===== config.mk =====
export PLATFORM = sky130hd
export DESIGN_NAME = apb_uart_regs_fifo
export DESIGN_NICKNAME = d
export VERILOG_FILES = /design/src/rtl/apb_uart_regs_fifo.sv
export SDC_FILE = /design/constraint.sdc
export NUM_CORES = 1
export LEC_CHECK = 0
export BUFFER_PORTS_ARGS = -buffer_cell sky130_fd_sc_hd__buf_2
export CORE_MARGIN = 5
export CORE_UTILIZATION = 30
export CTS_BUF_LIST = sky130_fd_sc_hd__clkbuf_8 sky130_fd_sc_hd__clkbuf_16
export DETAILED_ROUTE_END_ITERATION = 12
export SLEW_MARGIN = 20
export SYNTH_ARGS = -nofsm -noshare
export SYNTH_HDL_FRONTEND = slang
export SYNTH_SLANG_ARGS = --single-unit

===== constraint.sdc =====
create_clock -name PCLK -period 3.5 [get_ports PCLK]
set_input_delay 0 -clock PCLK [delete_from_list [all_inputs] [get_ports PCLK]]
set_output_delay 0 -clock PCLK [all_outputs]
set_load 0.1 [all_outputs]

===== src/rtl/apb_uart_regs_fifo.sv =====
// APB register block for the uart16550 core.
// Holds the TX/RX FIFOs, line control and divisor registers, sticky line-status
// errors and a prioritised interrupt identification with a registered irq.
// Zero-wait-state APB3 slave; everything runs on PCLK with a synchronous reset.
module apb_uart_regs_fifo #(
  parameter int FIFO_DEPTH = 16,
  parameter int PDATA_W    = 32
) (
  input  logic               PCLK,
  input  logic               PRESET,
  input  logic [2:0]         PADDR,
  input  logic               PSEL,
  input  logic               PENABLE,
  input  logic               PWRITE,
  input  logic [PDATA_W-1:0] PWDATA,
  output logic [PDATA_W-1:0] PRDATA,
  output logic               PREADY,
  output logic               PSLVERR,
  input  logic [7:0]         rx_data,
  input  logic               rx_valid,
  input  logic               rx_parity_err,
  input  logic               rx_frame_err,
  output logic [7:0]         tx_data,
  output logic               tx_valid,
  input  logic               tx_ready,
  input  logic               tx_busy,
  output logic [1:0]         word_length,
  output logic               stop_bits,
  output logic [2:0]         parity,
  output logic               set_break,
  output logic [15:0]        divisor,
  output logic               irq
);

  localparam int AW = $clog2(FIFO_DEPTH);
  localparam int CW = $clog2(FIFO_DEPTH) + 1;

  localparam logic [CW-1:0] CNT_ZERO = {CW{1'b0}};
  localparam logic [CW-1:0] CNT_ONE  = {{(CW-1){1'b0}}, 1'b1};
  localparam logic [CW-1:0] CNT_FULL = CW'(FIFO_DEPTH);
  localparam logic [CW-1:0] TRIG_QTR = CW'(FIFO_DEPTH / 4);
  localparam logic [CW-1:0] TRIG_HLF = CW'(FIFO_DEPTH / 2);
  localparam logic [CW-1:0] TRIG_NRF = CW'(FIFO_DEPTH - 2);
  localparam logic [AW-1:0] PTR_ZERO = {AW{1'b0}};
  localparam logic [AW-1:0] PTR_ONE  = {{(AW-1){1'b0}}, 1'b1};

  localparam logic [2:0] ADDR_DATA = 3'd0;
  localparam logic [2:0] ADDR_IER  = 3'd1;
  localparam logic [2:0] ADDR_ISR  = 3'd2;
  localparam logic [2:0] ADDR_LCR  = 3'd3;
  localparam logic [2:0] ADDR_MCR  = 3'd4;
  localparam logic [2:0] ADDR_LSR  = 3'd5;
  localparam logic [2:0] ADDR_MSR  = 3'd6;
  localparam logic [2:0] ADDR_SPR  = 3'd7;

  localparam logic [3:0] ID_LINE = 4'h6;
  localparam logic [3:0] ID_RXD  = 4'h4;
  localparam logic [3:0] ID_THRE = 4'h2;
  localparam logic [3:0] ID_NONE = 4'h1;

  // Storage and state
  logic [7:0]    tx_mem_r [FIFO_DEPTH];
  logic [7:0]    rx_mem_r [FIFO_DEPTH];
  logic [AW-1:0] tx_wptr_r, tx_rptr_r, rx_wptr_r, rx_rptr_r;
  logic [CW-1:0] tx_count_r, rx_count_r;
  logic [CW-1:0] tx_count_nxt_s, rx_count_nxt_s;
  logic [2:0]    ier_r;
  logic [7:0]    lcr_r, mcr_r, spr_r, dll_r, dlm_r;
  logic [1:0]    rx_trig_r;
  logic          ovr_r, perr_r, ferr_r, thre_pend_r, irq_r;

  // Decoded strobes; everything is masked while reset is held so a beat in
  // flight during reset leaves no trace.
  logic access_s, wr_s, rd_s, dlab_s;
  logic thr_wr_s, dll_wr_s, ier_wr_s, dlm_wr_s, fcr_wr_s, lcr_wr_s, mcr_wr_s, spr_wr_s, ro_wr_s;
  logic rhr_rd_s, isr_rd_s, lsr_rd_s;
  logic tx_empty_s, tx_full_s, tx_pop_s, tx_push_s, tx_flush_s;
  logic rx_empty_s, rx_full_s, rx_pop_s, rx_push_s, rx_flush_s, rx_in_s;
  logic ovr_set_s, perr_set_s, ferr_set_s;
  logic thre_set_s, thre_clr_s;
  logic [CW-1:0] trig_lvl_s;
  logic [3:0]    isr_id_s;
  logic [7:0]    isr_val_s, lsr_val_s, rd_data_s;
  logic [7:0]    tx_head_s, rx_head_s;
  logic          unused_s;

  assign access_s = PSEL & PENABLE & ~PRESET;
  assign wr_s     = access_s & PWRITE;
  assign rd_s     = access_s & ~PWRITE;
  assign dlab_s   = lcr_r[7];

  assign thr_wr_s = wr_s & (PADDR == ADDR_DATA) & ~dlab_s;
  assign dll_wr_s = wr_s & (PADDR == ADDR_DATA) & dlab_s;
  assign ier_wr_s = wr_s & (PADDR == ADDR_IER) & ~dlab_s;
  assign dlm_wr_s = wr_s & (PADDR == ADDR_IER) & dlab_s;
  assign fcr_wr_s = wr_s & (PADDR == ADDR_ISR);
  assign lcr_wr_s = wr_s & (PADDR == ADDR_LCR);
  assign mcr_wr_s = wr_s & (PADDR == ADDR_MCR);
  assign spr_wr_s = wr_s & (PADDR == ADDR_SPR);
  assign ro_wr_s  = wr_s & ((PADDR == ADDR_LSR) | (PADDR == ADDR_MSR));
  assign rhr_rd_s = rd_s & (PADDR == ADDR_DATA) & ~dlab_s;
  assign isr_rd_s = rd_s & (PADDR == ADDR_ISR);
  assign lsr_rd_s = rd_s & (PADDR == ADDR_LSR);

  // TX FIFO control: a pop in the same cycle frees the slot for a write to a full FIFO
  assign tx_empty_s = (tx_count_r == CNT_ZERO);
  assign tx_full_s  = (tx_count_r == CNT_FULL);
  assign tx_pop_s   = ~tx_empty_s & tx_ready & ~PRESET;
  assign tx_push_s  = thr_wr_s & (~tx_full_s | tx_pop_s);
  assign tx_flush_s = fcr_wr_s & PWDATA[2];
  assign tx_head_s  = tx_mem_r[tx_rptr_r];

  // RX FIFO control: flush beats a concurrent push, a full FIFO drops unless popped
  assign rx_in_s    = rx_valid & ~PRESET;
  assign rx_empty_s = (rx_count_r == CNT_ZERO);
  assign rx_full_s  = (rx_count_r == CNT_FULL);
  assign rx_pop_s   = rhr_rd_s & ~rx_empty_s;
  assign rx_flush_s = fcr_wr_s & PWDATA[1];
  assign rx_push_s  = rx_in_s & (~rx_full_s | rx_pop_s) & ~rx_flush_s;
  assign ovr_set_s  = rx_in_s & rx_full_s & ~rx_pop_s & ~rx_flush_s;
  assign perr_set_s = rx_in_s & rx_parity_err;
  assign ferr_set_s = rx_in_s & rx_frame_err;
  assign rx_head_s  = rx_mem_r[rx_rptr_r];

  // Next TX occupancy; flush overrides any concurrent push or pop
  always_comb begin
    tx_count_nxt_s = tx_count_r;
    if (tx_flush_s) begin
      tx_count_nxt_s = CNT_ZERO;
    end else if (tx_push_s && !tx_pop_s) begin
      tx_count_nxt_s = tx_count_r + CNT_ONE;
    end else if (!tx_push_s && tx_pop_s) begin
      tx_count_nxt_s = tx_count_r - CNT_ONE;
    end else begin
      tx_count_nxt_s = tx_count_r;
    end
  end

  // Next RX occupancy; flush overrides any concurrent push or pop
  always_comb begin
    rx_count_nxt_s = rx_count_r;
    if (rx_flush_s) begin
      rx_count_nxt_s = CNT_ZERO;
    end else if (rx_push_s && !rx_pop_s) begin
      rx_count_nxt_s = rx_count_r + CNT_ONE;
    end else if (!rx_push_s && rx_pop_s) begin
      rx_count_nxt_s = rx_count_r - CNT_ONE;
    end else begin
      rx_count_nxt_s = rx_count_r;
    end
  end

  // TX FIFO pointers and occupancy
  always_ff @(posedge PCLK) begin
    if (PRESET) begin
      tx_wptr_r  <= PTR_ZERO;
      tx_rptr_r  <= PTR_ZERO;
      tx_count_r <= CNT_ZERO;
    end else begin
      tx_count_r <= tx_count_nxt_s;
      if (tx_flush_s) begin
        tx_wptr_r <= PTR_ZERO;
        tx_rptr_r <= PTR_ZERO;
      end else begin
        if (tx_push_s) tx_wptr_r <= tx_wptr_r + PTR_ONE;
        if (tx_pop_s)  tx_rptr_r <= tx_rptr_r + PTR_ONE;
      end
    end
  end

  // RX FIFO pointers and occupancy
  always_ff @(posedge PCLK) begin
    if (PRESET) begin
      rx_wptr_r  <= PTR_ZERO;
      rx_rptr_r  <= PTR_ZERO;
      rx_count_r <= CNT_ZERO;
    end else begin
      rx_count_r <= rx_count_nxt_s;
      if (rx_flush_s) begin
        rx_wptr_r <= PTR_ZERO;
        rx_rptr_r <= PTR_ZERO;
      end else begin
        if (rx_push_s) rx_wptr_r <= rx_wptr_r + PTR_ONE;
        if (rx_pop_s)  rx_rptr_r <= rx_rptr_r + PTR_ONE;
      end
    end
  end

  // FIFO storage; contents are don't-care when the matching count is zero
  always_ff @(posedge PCLK) begin
    if (tx_push_s && !tx_flush_s) tx_mem_r[tx_wptr_r] <= PWDATA[7:0];
    if (rx_push_s)                rx_mem_r[rx_wptr_r] <= rx_data;
  end

  // Control registers written from the bus
  always_ff @(posedge PCLK) begin
    if (PRESET) begin
      ier_r     <= 3'b000;
      lcr_r     <= 8'h00;
      mcr_r     <= 8'h00;
      spr_r     <= 8'h00;
      dll_r     <= 8'h00;
      dlm_r     <= 8'h00;
      rx_trig_r <= 2'b00;
    end else begin
      if (ier_wr_s) ier_r     <= PWDATA[2:0];
      if (lcr_wr_s) lcr_r     <= PWDATA[7:0];
      if (mcr_wr_s) mcr_r     <= PWDATA[7:0];
      if (spr_wr_s) spr_r     <= PWDATA[7:0];
      if (dll_wr_s) dll_r     <= PWDATA[7:0];
      if (dlm_wr_s) dlm_r     <= PWDATA[7:0];
      if (fcr_wr_s) rx_trig_r <= PWDATA[7:6];
    end
  end

  // Sticky line-status errors: an LSR read clears them, a same-cycle error wins
  always_ff @(posedge PCLK) begin
    if (PRESET) begin
      ovr_r  <= 1'b0;
      perr_r <= 1'b0;
      ferr_r <= 1'b0;
    end else begin
      if (ovr_set_s)     ovr_r  <= 1'b1;
      else if (lsr_rd_s) ovr_r  <= 1'b0;
      if (perr_set_s)    perr_r <= 1'b1;
      else if (lsr_rd_s) perr_r <= 1'b0;
      if (ferr_set_s)    ferr_r <= 1'b1;
      else if (lsr_rd_s) ferr_r <= 1'b0;
    end
  end

  // Receive trigger level selected by the last FCR write
  always_comb begin
    trig_lvl_s = CNT_ONE;
    case (rx_trig_r)
      2'b00:   trig_lvl_s = CNT_ONE;
      2'b01:   trig_lvl_s = TRIG_QTR;
      2'b10:   trig_lvl_s = TRIG_HLF;
      2'b11:   trig_lvl_s = TRIG_NRF;
      default: trig_lvl_s = CNT_ONE;
    endcase
  end

  // Interrupt identification, highest priority cause first
  always_comb begin
    isr_id_s = ID_NONE;
    if (ier_r[2] && (ovr_r || perr_r || ferr_r)) begin
      isr_id_s = ID_LINE;
    end else if (ier_r[0] && (rx_count_r >= trig_lvl_s)) begin
      isr_id_s = ID_RXD;
    end else if (ier_r[1] && thre_pend_r) begin
      isr_id_s = ID_THRE;
    end else begin
      isr_id_s = ID_NONE;
    end
  end

  assign isr_val_s = {2'b11, 2'b00, isr_id_s};
  assign lsr_val_s = {1'b0, tx_empty_s & ~tx_busy, tx_empty_s, 1'b0,
                      ferr_r, perr_r, ovr_r, ~rx_empty_s};

  // THRE becomes pending when TX drains to empty or when THRE is enabled on an empty FIFO
  assign thre_set_s = ((tx_count_r == CNT_ONE) && (tx_count_nxt_s == CNT_ZERO)) |
                      (ier_wr_s & PWDATA[1] & ~ier_r[1] & tx_empty_s);
  assign thre_clr_s = thr_wr_s | (isr_rd_s & (isr_id_s == ID_THRE));

  // THRE pending flag; a same-cycle set takes precedence over a clear
  always_ff @(posedge PCLK) begin
    if (PRESET) begin
      thre_pend_r <= 1'b0;
    end else if (thre_set_s) begin
      thre_pend_r <= 1'b1;
    end else if (thre_clr_s) begin
      thre_pend_r <= 1'b0;
    end
  end

  // Registered interrupt request, follows the current cause one cycle later
  always_ff @(posedge PCLK) begin
    if (PRESET) begin
      irq_r <= 1'b0;
    end else begin
      irq_r <= (isr_id_s != ID_NONE);
    end
  end

  // Read data mux, only driven during the access phase of a read
  always_comb begin
    rd_data_s = 8'h00;
    if (rd_s) begin
      case (PADDR)
        ADDR_DATA: rd_data_s = dlab_s ? dll_r : (rx_empty_s ? 8'h00 : rx_head_s);
        ADDR_IER:  rd_data_s = dlab_s ? dlm_r : {5'b00000, ier_r};
        ADDR_ISR:  rd_data_s = isr_val_s;
        ADDR_LCR:  rd_data_s = lcr_r;
        ADDR_MCR:  rd_data_s = mcr_r;
        ADDR_LSR:  rd_data_s = lsr_val_s;
        ADDR_MSR:  rd_data_s = 8'h00;
        ADDR_SPR:  rd_data_s = spr_r;
        default:   rd_data_s = 8'h00;
      endcase
    end else begin
      rd_data_s = 8'h00;
    end
  end

  // Zero-extend the byte-wide register data onto the APB bus
  always_comb begin
    PRDATA      = {PDATA_W{1'b0}};
    PRDATA[7:0] = rd_data_s;
  end

  assign PREADY  = 1'b1;
  assign PSLVERR = ro_wr_s | (thr_wr_s & ~tx_push_s) | (rhr_rd_s & rx_empty_s);

  assign tx_valid    = ~tx_empty_s;
  assign tx_data     = tx_empty_s ? 8'h00 : tx_head_s;
  assign word_length = lcr_r[1:0];
  assign stop_bits   = lcr_r[2];
  assign parity      = lcr_r[5:3];
  assign set_break   = lcr_r[6];
  assign divisor     = {dlm_r, dll_r};
  assign irq         = irq_r;

  // Upper write-data bits are deliberately ignored
  assign unused_s = ^PWDATA;

endmodule


==> impl_results.rst, run 1 <==
.. list-table::
   :header-rows: 1

   * - Metric
     - Value
   * - Outcome
     - finished clean
   * - Setup slack of the most critical reg-to-reg path
     - 440 ps
   * - Cell Pwr Density
     - 623 nW/µm²
   * - Maximum ir drop on the vdd rail
     - 419 µV
   * - Reg2reg start
     - lcr_r[7]$_SDFFE_PP0P_
   * - Met3 Resource Use GR
     - 0.0306
   * - Global-route total usage across every layer
     - 0.127
   * - Reg2Reg Depth
     - 11
   * - Post-synth ARST share
     - 0
   * - Violation count after the first detailed-route iteration
     - 697
   * - Total setup buffers inserted after CTS
     - 0
   * - Met1 Usage GRT
     - 0.172
   * - Number of instances on the worst hold path
     - 2
   * - CTS tree
     - built
   * - DRT Pass-1 Iters
     - 5
   * - Number of vias after detailed routing
     - 8148
   * - CTS Root Cell
     - clkbuf_16
   * - Hold Path End
     - tx_mem_r[9][1]$_DFFE_PP_
   * - Final min period
     - 3240 ps
   * - Unique cell type count in the Yosys netlist
     - 59
   * - Initial Util
     - 0.302
   * - Clock sink count
     - 340
   * - Worst-case hold slack
     - 61.7 ps
   * - Most congested layer reported by global routing
     - met2
   * - DRT antenna net count
     - 0
   * - HPWL after DPL
     - 23300 µm
   * - Area growth from synthesis to layout
     - 17.5%
   * - Width of the die
     - 229 µm
   * - Final hold viol count
     - 0
   * - Clock Path Buffers
     - 3
   * - Post-Synth XOR/XNOR Area
     - 0.0122
   * - Maximum net fanout on the critical path
     - 13
   * - Proportion of synthesized chip area in sequential cells
     - 0.652
   * - Proportion of synthesized area in mux cells
     - 0.161
   * - Final-report max-slew violation count
     - 0
   * - Maximum number of pins on one net before global-route repair
     - 47
   * - Die height
     - 229 µm
   * - Instance count of the mapped netlist
     - 933
   * - DR WL/cell
     - 20.0 µm
   * - Path class of the lowest-slack min-delay path
     - in2reg
   * - Initial antenna violation count
     - 1
   * - Clock input transition at the sequential cells of the worst setup and hold paths
     - 60 ps
   * - Startpoint of the worst hold path
     - PWDATA[1]
   * - Post-synthesis compound-gate area fraction
     - 0.0403
   * - Endpoint required time on the critical path
     - 3500 ps
   * - Global route total overflow
     - 0
   * - Final net count
     - 1136
   * - Flop and latch count out of synthesis
     - 340
   * - Slew of the pin with the lowest slew margin
     - 929 ps
   * - Standard-cell rows
     - 80
   * - Max-cap check violation count
     - 0
   * - Floorplan Core Area
     - 47500 µm²
   * - CTS H-tree lvls
     - 2
   * - Fraction of met2 tracks used by global routing
     - 0.207
   * - Number of buffers inserted by port buffering
     - 70
   * - Max Freq
     - 0.308 GHz
   * - Share of cells above drive strength 1
     - 0.249
   * - Type of the worst setup path
     - reg2out
   * - Via count of the first global-routing pass
     - 8192
   * - Type of origin of the critical path
     - flop
   * - Sort of element at the end of the critical path
     - output pin
   * - Final setup violation count
     - 0
   * - First-pass GRT wire length
     - 51600 µm
   * - Setup repair after global routing missed its margin
     - no
   * - DRC
     - 0
   * - Sum of negative setup slack
     - 0 ps
   * - Simple-gate share of the synthesized area
     - 0.0781
   * - Capture point of the worst reg-to-reg path
     - rx_count_r[4]$_SDFFE_PP0P_
   * - Share of the clock period used by the worst path after layout
     - 0.927
   * - Top-level I/O count
     - 120
   * - Primary flip-flop cell chosen by synthesis mapping
     - edfxtp_1
   * - Via-per-instance ratio
     - 4.79
   * - TritonCTS buffer count
     - 36
   * - Post-route setup slack
     - 256 ps
   * - Leak
     - 0.00593 µW
   * - Clock Skew
     - 23.0 ps
   * - Data arrival time of the critical path
     - 3240 ps
   * - Clock latency of the later-clocked register in the worst-skew pair
     - 530 ps
   * - Number of enable-type register cells in the synthesized netlist
     - 256
   * - Synth Warn #
     - 0
   * - Pre-CTS WS
     - 445 ps
   * - Post-synthesis adder-cell area fraction
     - 0.0206
   * - Dominant combinational cell family by area after synthesis
     - multiplexers
   * - Routability-driven placement congestion ratio
     - 0.827
   * - Slew Limit Headroom
     - 0.377
   * - Routed wire length
     - 33900 µm
   * - Combined area of all synthesized cells
     - 14400 µm²
   * - Area enclosed by the die boundary
     - 52400 µm²
   * - Synthesized area per cell
     - 15.4 µm²
## cell families after synthesis
family / after synthesis
multiplexers: 131
adder cells (fa/ha/maj): 23
flip-flops: 340
other: 2
buffers and inverters: 97
XOR/XNOR: 20
AND/OR/NAND/NOR: 236
AO/OA/AOI/OAI: 84
## area by class of cell
class | instances | area, µm²
antenna | 1 | 2.50
clock buffer | 40 | 967
clock inverter | 22 | 124
fill | 4481 | 30700
inverter | 19 | 71.3
multi-input combinational | 519 | 4600
sequential | 340 | 9370
tap | 615 | 769
timing repair buffer | 144 | 971
## through the flow
| step | cells | cell area (µm²) | util | total power (µW) |
|---|---|---|---|---|
| final | 1700 | 16900 | 0.355 | 10500 |
| after global routing | 1699 | 16900 | 0.355 | 10900 |
| after CTS | 1699 | 16900 | 0.355 | 10600 |
| after global placement | 1616 | 15600 | 0.328 | 7030 |
| after detailed placement | 1616 | 15600 | 0.328 | 7060 |
| after floorplan | 956 | 14500 | - | 6460 |
## critical path, stage by stage, from the launching register on
cell      delay, ps
dfxtp_1         790
mux4_2          440
mux4_2          490
a221oi_1        530
nor4_2          150
buf_2           320
## what timing repair did
action / CTS / global route
endpoints found under the hold margin: 225 / 0
hold buffers: 21 / 0
gates resized for setup: 0 / 1
setup endpoints to repair: 0 / 3
## cell usage after synthesis, types with 2 or more instances
cell | n | share of area
nor2b_1 | 11 | 0.0048
nand4_1 | 6 | 0.0026
nand3_1 | 14 | 0.0049
xnor2_1 | 9 | 0.0055
nor3_1 | 15 | 0.0052
nor3b_1 | 2 | 0.0010
nand2b_1 | 8 | 0.0035
or3_1 | 3 | 0.0013
buf_1 | 12 | 0.0031
o21ai_0 | 13 | 0.0045
a221oi_1 | 12 | 0.0073
and2_1 | 10 | 0.0044
a21o_1 | 2 | 0.0010
buf_2 | 9 | 0.0031
conb_1 | 2 | 0.00052
ha_1 | 22 | 0.019
clkbuf_1 | 24 | 0.0063
o31a_1 | 2 | 0.0012
nor2_1 | 117 | 0.031
buf_4 | 33 | 0.017
a22oi_1 | 3 | 0.0016
nor4_1 | 3 | 0.0013
mux4_2 | 80 | 0.13
a211oi_1 | 2 | 0.0010
o2111ai_1 | 3 | 0.0018
dfxtp_1 | 84 | 0.12
nand2_1 | 34 | 0.0089
mux2i_1 | 48 | 0.033
xor2_1 | 11 | 0.0067
inv_1 | 18 | 0.0047
mux2_2 | 3 | 0.0024
nor4b_2 | 2 | 0.0021
a21oi_1 | 33 | 0.011
or2_2 | 2 | 0.00087
nand4b_1 | 2 | 0.0012
edfxtp_1 | 256 | 0.54
## where the power goes
part	switching [µW]	internal, µW	total (µW)
Sequential	122	4400	4520
Clock	1490	2050	3540
Combinational	1750	712	2460
## how the worst max path moves through the flow
stage | end | slack, ps | depth (start not counted)
CTS | PRDATA[4] | 40 | 6
detailed placement | rx_count_r[4]$_SDFFE_PP0P_ | 440 | 11
floorplan | PRDATA[6] | 40 | 6
finish | PRDATA[3] | 260 | 5
global placement | rx_count_r[4]$_SDFFE_PP0P_ | 460 | 11
global route | PRDATA[4] | 130 | 6
## sequential cells by signal, indices dropped and copies added, names as in the netlist, 5 cells and up, named ones only
signal	count
rx_count_r	5
tx_mem_r	128
tx_count_r	5
lcr_r	8
rx_mem_r	128
dll_r	8
mcr_r	8
spr_r	8
dlm_r	8
## layer usage
| metal | part of all wire | vias to the layer above | routed length (µm) |
|---|---|---|---|
| met1 | 0.44 | 4111 | 14900 |
| met4 | 0.024 | 0 | 806 |
| met5 | 0 | - | 0 |
| li1 | - | 3762 | - |
| met3 | 0.059 | 56 | 2020 |
| met2 | 0.48 | 219 | 16200 |
## cells in the final DEF, fill, tap and decap left out, types with 3 or more instances in the layout
| master | instances |
|---|---|
| nand2b_1 | 8 |
| or3_1 | 3 |
| clkbuf_16 | 37 |
| xnor2_1 | 9 |
| o2111ai_1 | 3 |
| conb_1 | 25 |
| nor2_1 | 117 |
| dfxtp_1 | 82 |
| mux4_2 | 80 |
| edfxtp_1 | 256 |
| nand2_1 | 34 |
| nor3_1 | 13 |
| ha_1 | 22 |
| nor2b_1 | 11 |
| a21oi_1 | 33 |
| mux2_2 | 3 |
| buf_4 | 52 |
| clkbuf_8 | 3 |
| mux2i_1 | 48 |
| nand3_1 | 14 |
| and2_1 | 10 |
| clkinv_1 | 4 |
| inv_1 | 30 |
| nor3_2 | 3 |
| a22oi_1 | 3 |
| a221oi_1 | 12 |
| xor2_1 | 11 |
| buf_2 | 70 |
| dlygate4sd3_1 | 21 |
| nand4_1 | 6 |
| o21ai_0 | 13 |
Power figures use the tool's default switching activity.
==> inputs of run 2 (changes only) <==
ABC_AREA = 1   (was not set)
CORE_ASPECT_RATIO = 0.9   (was not set)
==> run 2 against run 1 <==
  * Non-clock buffer count fell by 23
  * Clock skew barely moved
  * Cell count rose by 25%
  * Die area rose by 0.81%
  * Core utilization fell by 0.30 points
  * Global-route usage rose by 1.3 points
  * Register-to-register slack improved by 210 ps
  * Synthesized cell count rose by 47%
  * Sequential power fell by 2%
  * First-iteration DRC count did not move
  * Critical path depth rose by 8
  * Count of clock-buffer cells in the layout fell by 2
  * Largest power group unchanged
  * Highest routed layer unchanged
==> impl_results.rst, run 2 <==
.. list-table::
   :header-rows: 1

   * - Metric
     - Value
   * - Die height
     - 218 µm
   * - Initial Util
     - 0.303
   * - Synthesized area per cell
     - 10.6 µm²
   * - Final hold viol count
     - 0
   * - Commonest non-fill, non-tap cell in the layout
     - nor2_1
   * - Endpoint required time on the critical path
     - 3500 ps
   * - Maximum number of pins on one net before global-route repair
     - 42
   * - Area growth from synthesis to layout
     - 16.3%
   * - Path class of the lowest-slack min-delay path
     - in2reg
   * - TritonCTS buffer count
     - 35
   * - Post-synth ARST share
     - 0
   * - Clock Skew
     - 22.6 ps
   * - Synth Warn #
     - 0
   * - Number of instances on the worst hold path
     - 1
   * - Routability-driven placement congestion ratio
     - 0.857
   * - Max-cap check violation count
     - 0
   * - Share of the clock period used by the worst path after layout
     - 0.923
   * - Met2 Wirelength
     - 18100 µm
   * - First-pass GRT wire length
     - 58300 µm
   * - Outcome
     - finished clean
   * - HPWL after DPL
     - 25500 µm
   * - Floorplan Core Area
     - 47800 µm²
   * - Type of origin of the critical path
     - flop
   * - Maximum ir drop on the vdd rail
     - 388 µV
   * - Top-level I/O count
     - 120
   * - Final-report max-slew violation count
     - 0
   * - Post-route setup slack
     - 270 ps
   * - Routed wire length
     - 38300 µm
   * - Clock latency of the later-clocked register in the worst-skew pair
     - 530 ps
   * - DRT Pass-1 Iters
     - 5
   * - Unique cell type count in the Yosys netlist
     - 46
   * - Global-route total usage across every layer
     - 0.140
   * - Combined area of all synthesized cells
     - 14500 µm²
   * - Clock input transition at the sequential cells of the worst setup and hold paths
     - 60 ps
   * - Maximum net fanout on the critical path
     - 30
   * - Sort of element at the end of the critical path
     - output pin
   * - Final min period
     - 3230 ps
   * - DR WL/cell
     - 18.1 µm
   * - Width of the die
     - 242 µm
   * - Area enclosed by the die boundary
     - 52800 µm²
   * - Proportion of synthesized chip area in sequential cells
     - 0.647
   * - Initial antenna violation count
     - 1
   * - Leading registers by flop count
     - rx_mem_r (128), tx_mem_r (128)
   * - Flop and latch count out of synthesis
     - 340
   * - Max Freq
     - 0.310 GHz
   * - Setup repair after global routing missed its margin
     - no
   * - Cell Pwr Density
     - 556 nW/µm²
   * - Number of vias after detailed routing
     - 10355
   * - Violation count after the first detailed-route iteration
     - 697
   * - Count leader, synth
     - nor2_1
   * - Slew Limit Headroom
     - 0.399
   * - Pre-CTS WS
     - 633 ps
   * - Number of enable-type register cells in the synthesized netlist
     - 256
   * - Sum of negative setup slack
     - 0 ps
   * - Post-synth top cells
     - 289 x nor2_1, 256 x edfxtp_1, 201 x o21ai_0, 120 x nand2_1, 84 x dfxtp_1
   * - Cells taking the most area after synthesis
     - edfxtp_1 53%, dfxtp_1 12%, nor2_1 7.5%
   * - Number of buffers inserted by port buffering
     - 70
   * - Sum of routed wire segments on met1
     - 16500 µm
   * - Number of gates given a new drive strength after cts
     - 0
   * - DR WL met3
     - 2660 µm
   * - Global route total overflow
     - 0
   * - Reg2Reg Depth
     - 17
   * - Library cell occupying the most area in the post-synthesis netlist
     - edfxtp_1
   * - Data arrival time of the critical path
     - 3230 ps
   * - Total Power
     - 9360 µW
   * - CTS H-tree lvls
     - 2
   * - Leak
     - 0.00605 µW
   * - Area share of the largest cell type after synthesis
     - 0.531
   * - Area after detailed placement
     - 15400 µm²
   * - DRC
     - 0
   * - Via count of the first global-routing pass
     - 9904
   * - Number of antenna cells inserted
     - 0
   * - CTS tree
     - built
   * - Final net count
     - 1544
   * - Type of the worst setup path
     - reg2out
   * - Total setup buffers inserted after CTS
     - 0
   * - Clock Path Buffers
     - 3
   * - Clock sink count
     - 340
   * - CTS Root Cell
     - clkbuf_16
   * - Via-per-instance ratio
     - 4.89
   * - Number of buffers added to fix hold violations after cts
     - 29
   * - Instance count of the mapped netlist
     - 1371
   * - Commonest non-fill, non-tap cells in the layout
     - 289 x nor2_1, 256 x edfxtp_1, 201 x o21ai_0
   * - Final setup violation count
     - 0
   * - Slew of the pin with the lowest slew margin
     - 898 ps
   * - Primary flip-flop cell chosen by synthesis mapping
     - edfxtp_1
   * - Post-route cell area
     - 16800 µm²
   * - DRT antenna net count
     - 0
   * - Standard-cell rows
     - 76
   * - Count of filler cells inserted in the layout
     - 4785
   * - Share of cells above drive strength 1
     - 0.122
   * - Uppermost layer routed
     - met4
## run 2: changes by cell type in the layout (fill, tap and decap cells not counted), moves of 14 or more
cell / delta
nand2_1: +86
mux2i_1: -48
o21ai_0: +188
buf_4: -31
inv_1: +39
o221ai_1: +21
a21oi_1: +33
mux4_2: -80
nor2_1: +172
o22ai_1: +43
o211ai_1: +14
## run 2: logic make-up (layout without fill, tap and decap cells)
kind of cell	Yosys count	count (layout)	share of synthesized area
AO/OA/AOI/OAI	361	361	0.139
XOR/XNOR	3	3	0.00181
adder cells (fa/ha/maj)	23	23	0.0204
buffers and inverters	159	260	0.0511
flip-flops	340	340	0.647
other	2	25	0.000519
AND/OR/NAND/NOR	483	483	0.140
## run 2: worst paths after layout
path	startpoint	slack (ps)	to
max	flop	270	PRDATA[1]
max reg2reg	lcr_r[7]$_SDFFE_PP0P_	650	rx_count_r[4]$_SDFFE_PP0P_
min	PWDATA[6]	30	tx_mem_r[11][6]$_DFFE_PP_
min reg2reg	mcr_r[0]$_SDFFE_PP0P_	470	mcr_r[0]$_SDFFE_PP0P_
## run 2: per-stage QoR
stage	util	instances	hold WS (ps)
after floorplan	-	1394	98.9
after global placement	0.323	2026	304
after detailed placement	0.323	2026	308
after CTS	0.352	2119	7.41
after global routing	0.352	2119	17.6
final	0.352	2119	30.0
## run 2: routing by layer
layer	up-vias	global-route usage
li1	4998	-
met1	4972	0.187
met2	315	0.232
met3	70	0.0289
met4	0	0.0415
met5	-	0
## run 2: layout make-up
class                   count  area, µm²  share of cell area
clock inverters            26        185              0.0110
inverters                  75        284              0.0169
well taps                 624        781              0.0464
flip-flops and latches    340       9370               0.556
multi-input cells         895       4460               0.265
clock buffers              38        940              0.0558
repair buffers            121        818              0.0486
## run 2: power breakdown
| group | total [µW] | switching (µW) | internal [µW] |
|---|---|---|---|
| Clock | 3670 | 1580 | 2100 |
| Combinational | 1270 | 1020 | 249 |
| Sequential | 4420 | 47.5 | 4370 |
| Total | 9360 | 2640 | 6720 |
## run 2: critical path: stages, from the launching register on
cell      delay (ps)
dfxtp_2          480
inv_2            280
buf_4            300
nor2_1            70
nor2_1           100
o21ai_0          110
o211ai_1         150
o211ai_1         150
nand2_1           90
nand2_1           50
nand2_1           60
nand2_1           50
nor2_1           290
buf_2            500
==> inputs of run 3 (changes only) <==
CELL_PAD_IN_SITES_DETAIL_PLACEMENT = 1   (was not set)
CELL_PAD_IN_SITES_GLOBAL_PLACEMENT = 2   (was not set)
GPL_TIMING_DRIVEN = 0   (was not set)
PLACE_DENSITY_LB_ADDON = 0.1   (was not set)
==> run 3 against run 2 <==
  * Die area unchanged
  * Power increased by 4.0%
  * Sequential power about the same
  * Largest power group unchanged
  * Flip-flop and latch count unchanged
  * Hold slack got worse by 4.5 ps
  * Global-route usage increased by 3.7 points
  * Register-to-register slack got worse by 270 ps
==> impl_results.rst, run 3 (synthesis results as in run 2) <==
.. list-table::
   :header-rows: 1

   * - Metric
     - Value
   * - Outcome
     - finished clean
   * - Post-route cell area
     - 17100 µm²
   * - Cell Pwr Density
     - 568 nW/µm²
   * - Slew of the pin with the lowest slew margin
     - 1060 ps
   * - Width of the die
     - 242 µm
   * - Path class of the lowest-slack min-delay path
     - in2reg
   * - Clock input transition at the sequential cells of the worst setup and hold paths
     - 60 ps
   * - Via-per-instance ratio
     - 4.94
   * - Final hold viol count
     - 0
   * - Final net count
     - 1601
   * - TritonCTS buffer count
     - 39
   * - Total setup buffers inserted after CTS
     - 0
   * - DRC
     - 0
   * - Clock Path Buffers
     - 3
   * - Global-route total usage across every layer
     - 0.177
   * - Die height
     - 218 µm
   * - Floorplan Core Area
     - 47800 µm²
   * - Sum of negative setup slack
     - 0 ps
   * - Commonest non-fill, non-tap cell in the layout
     - nor2_1
   * - HPWL after DPL
     - 32400 µm
   * - Routability-driven placement congestion ratio
     - 0.805
   * - Final-report max-slew violation count
     - 0
   * - Clock sink count
     - 340
   * - Number of antenna cells inserted
     - 0
   * - Maximum ir drop on the vdd rail
     - 368 µV
   * - Number of vias after detailed routing
     - 10751
   * - Final setup violation count
     - 0
   * - DRT antenna net count
     - 0
   * - Maximum number of pins on one net before global-route repair
     - 25
   * - Clock Skew
     - 24.6 ps
   * - First-pass GRT wire length
     - 71300 µm
   * - Endpoint required time on the critical path
     - 3500 ps
   * - Final min period
     - 3330 ps
   * - DRT Pass-1 Iters
     - 4
   * - Initial Util
     - 0.303
   * - Type of the worst setup path
     - reg2out
   * - Worst-case hold slack
     - 25.5 ps
   * - Setup repair after global routing missed its margin
     - no
   * - Number of buffers inserted by port buffering
     - 69
   * - CTS Root Cell
     - clkbuf_16
   * - Slew Limit Headroom
     - 0.290
   * - Initial antenna violation count
     - 0
   * - Commonest non-fill, non-tap cells in the layout
     - 289 x nor2_1, 256 x edfxtp_1, 201 x o21ai_0
   * - Sort of element at the end of the critical path
     - output pin
   * - Leak
     - 0.00621 µW
   * - Area growth from synthesis to layout
     - 18.3%
   * - Share of cells above drive strength 1
     - 0.132
   * - Maximum net fanout on the critical path
     - 10
   * - DR WL/cell
     - 21.7 µm
   * - Leading registers by flop count
     - rx_mem_r (128), tx_mem_r (128)
   * - Data arrival time of the critical path
     - 3330 ps
   * - Area after detailed placement
     - 15700 µm²
   * - Area enclosed by the die boundary
     - 52800 µm²
   * - Global route total overflow
     - 0
   * - Via count of the first global-routing pass
     - 11135
   * - Routed wire length
     - 47200 µm
   * - Standard-cell rows
     - 76
   * - Max-cap check violation count
     - 0
   * - Type of origin of the critical path
     - flop
   * - Max Freq
     - 0.301 GHz
   * - Top-level I/O count
     - 120
   * - Violation count after the first detailed-route iteration
     - 702
   * - Clock latency of the later-clocked register in the worst-skew pair
     - 560 ps
   * - Share of the clock period used by the worst path after layout
     - 0.950
   * - Count of filler cells inserted in the layout
     - 5334
   * - CTS H-tree lvls
     - 2
   * - CTS tree
     - built
==> run 3: metrics by stage <==
step | util | total power (µW) | std cells | setup slack, ps
after floorplan | - | 5460 | 1394 | 258
after global placement | 0.328 | 5840 | 2087 | 336
after detailed placement | 0.328 | 5850 | 2087 | 325
after CTS | 0.358 | 9870 | 2178 | 28.2
after global routing | 0.358 | 10100 | 2178 | 7.24
final | 0.358 | 9740 | 2178 | 173
==> run 3: cell type report <==
class / count / area (µm²) / share of cell area
Sequential cell: 340 / 9370 / 0.547
Inverter: 75 / 287 / 0.0167
Buffer: 84 / 459 / 0.0268
Clock buffer: 41 / 1000 / 0.0586
Clock inverter: 29 / 210 / 0.0123
Timing Repair Buffer: 90 / 558 / 0.0326
Tap cell: 624 / 781 / 0.0456
Multi-Input combinational cell: 895 / 4460 / 0.260
==> run 3: timing repair <==
action | 4_1_cts | 5_1_grt
hold buffers | 21 | 0
gates resized for setup | 1 | 5
setup endpoints to repair | 1 | 3
cloned | 0 | 0
endpoints found under the hold margin | 177 | 0
==> run 3: worst paths after layout <==
kind                                             from  slack, ps  depth (start not counted)                         end
worst min register to register  mcr_r[0]$_SDFFE_PP0P_        480                          2       mcr_r[0]$_SDFFE_PP0P_
worst max register to register  lcr_r[7]$_SDFFE_PP0P_        380                         17  rx_count_r[4]$_SDFFE_PP0P_
worst max-delay path                             flop        170                          9                   PRDATA[5]
worst min-delay path                        PWDATA[3]         30                          1   tx_mem_r[10][3]$_DFFE_PP_
==> run 3: worst max-delay path, cell delays in order, from the launching register on <==
cell	delay, ps
dfxtp_1	320
inv_1	330
clkbuf_1	440
o21ai_0	160
o22ai_1	220
o21ai_0	130
o22ai_1	340
nand2_1	110
a21oi_1	240
buf_2	480
==> run 3: layer usage <==
metal	vias up	global-route usage	wire length, µm
met2	168	0.291	21900
met3	58	0.0236	1480
met1	5414	0.249	22800
met4	0	0.0447	993
met5	-	0	0
li1	5111	-	-
==> run 3: where the power goes <==
part	switching [µW]	internal, µW	leakage [µW]	total [µW]
registers	34.9	4370	0.00298	4410
logic	1100	268	0.00260	1360
clock network	1680	2290	0.000627	3970
total	2810	6930	0.00621	9740
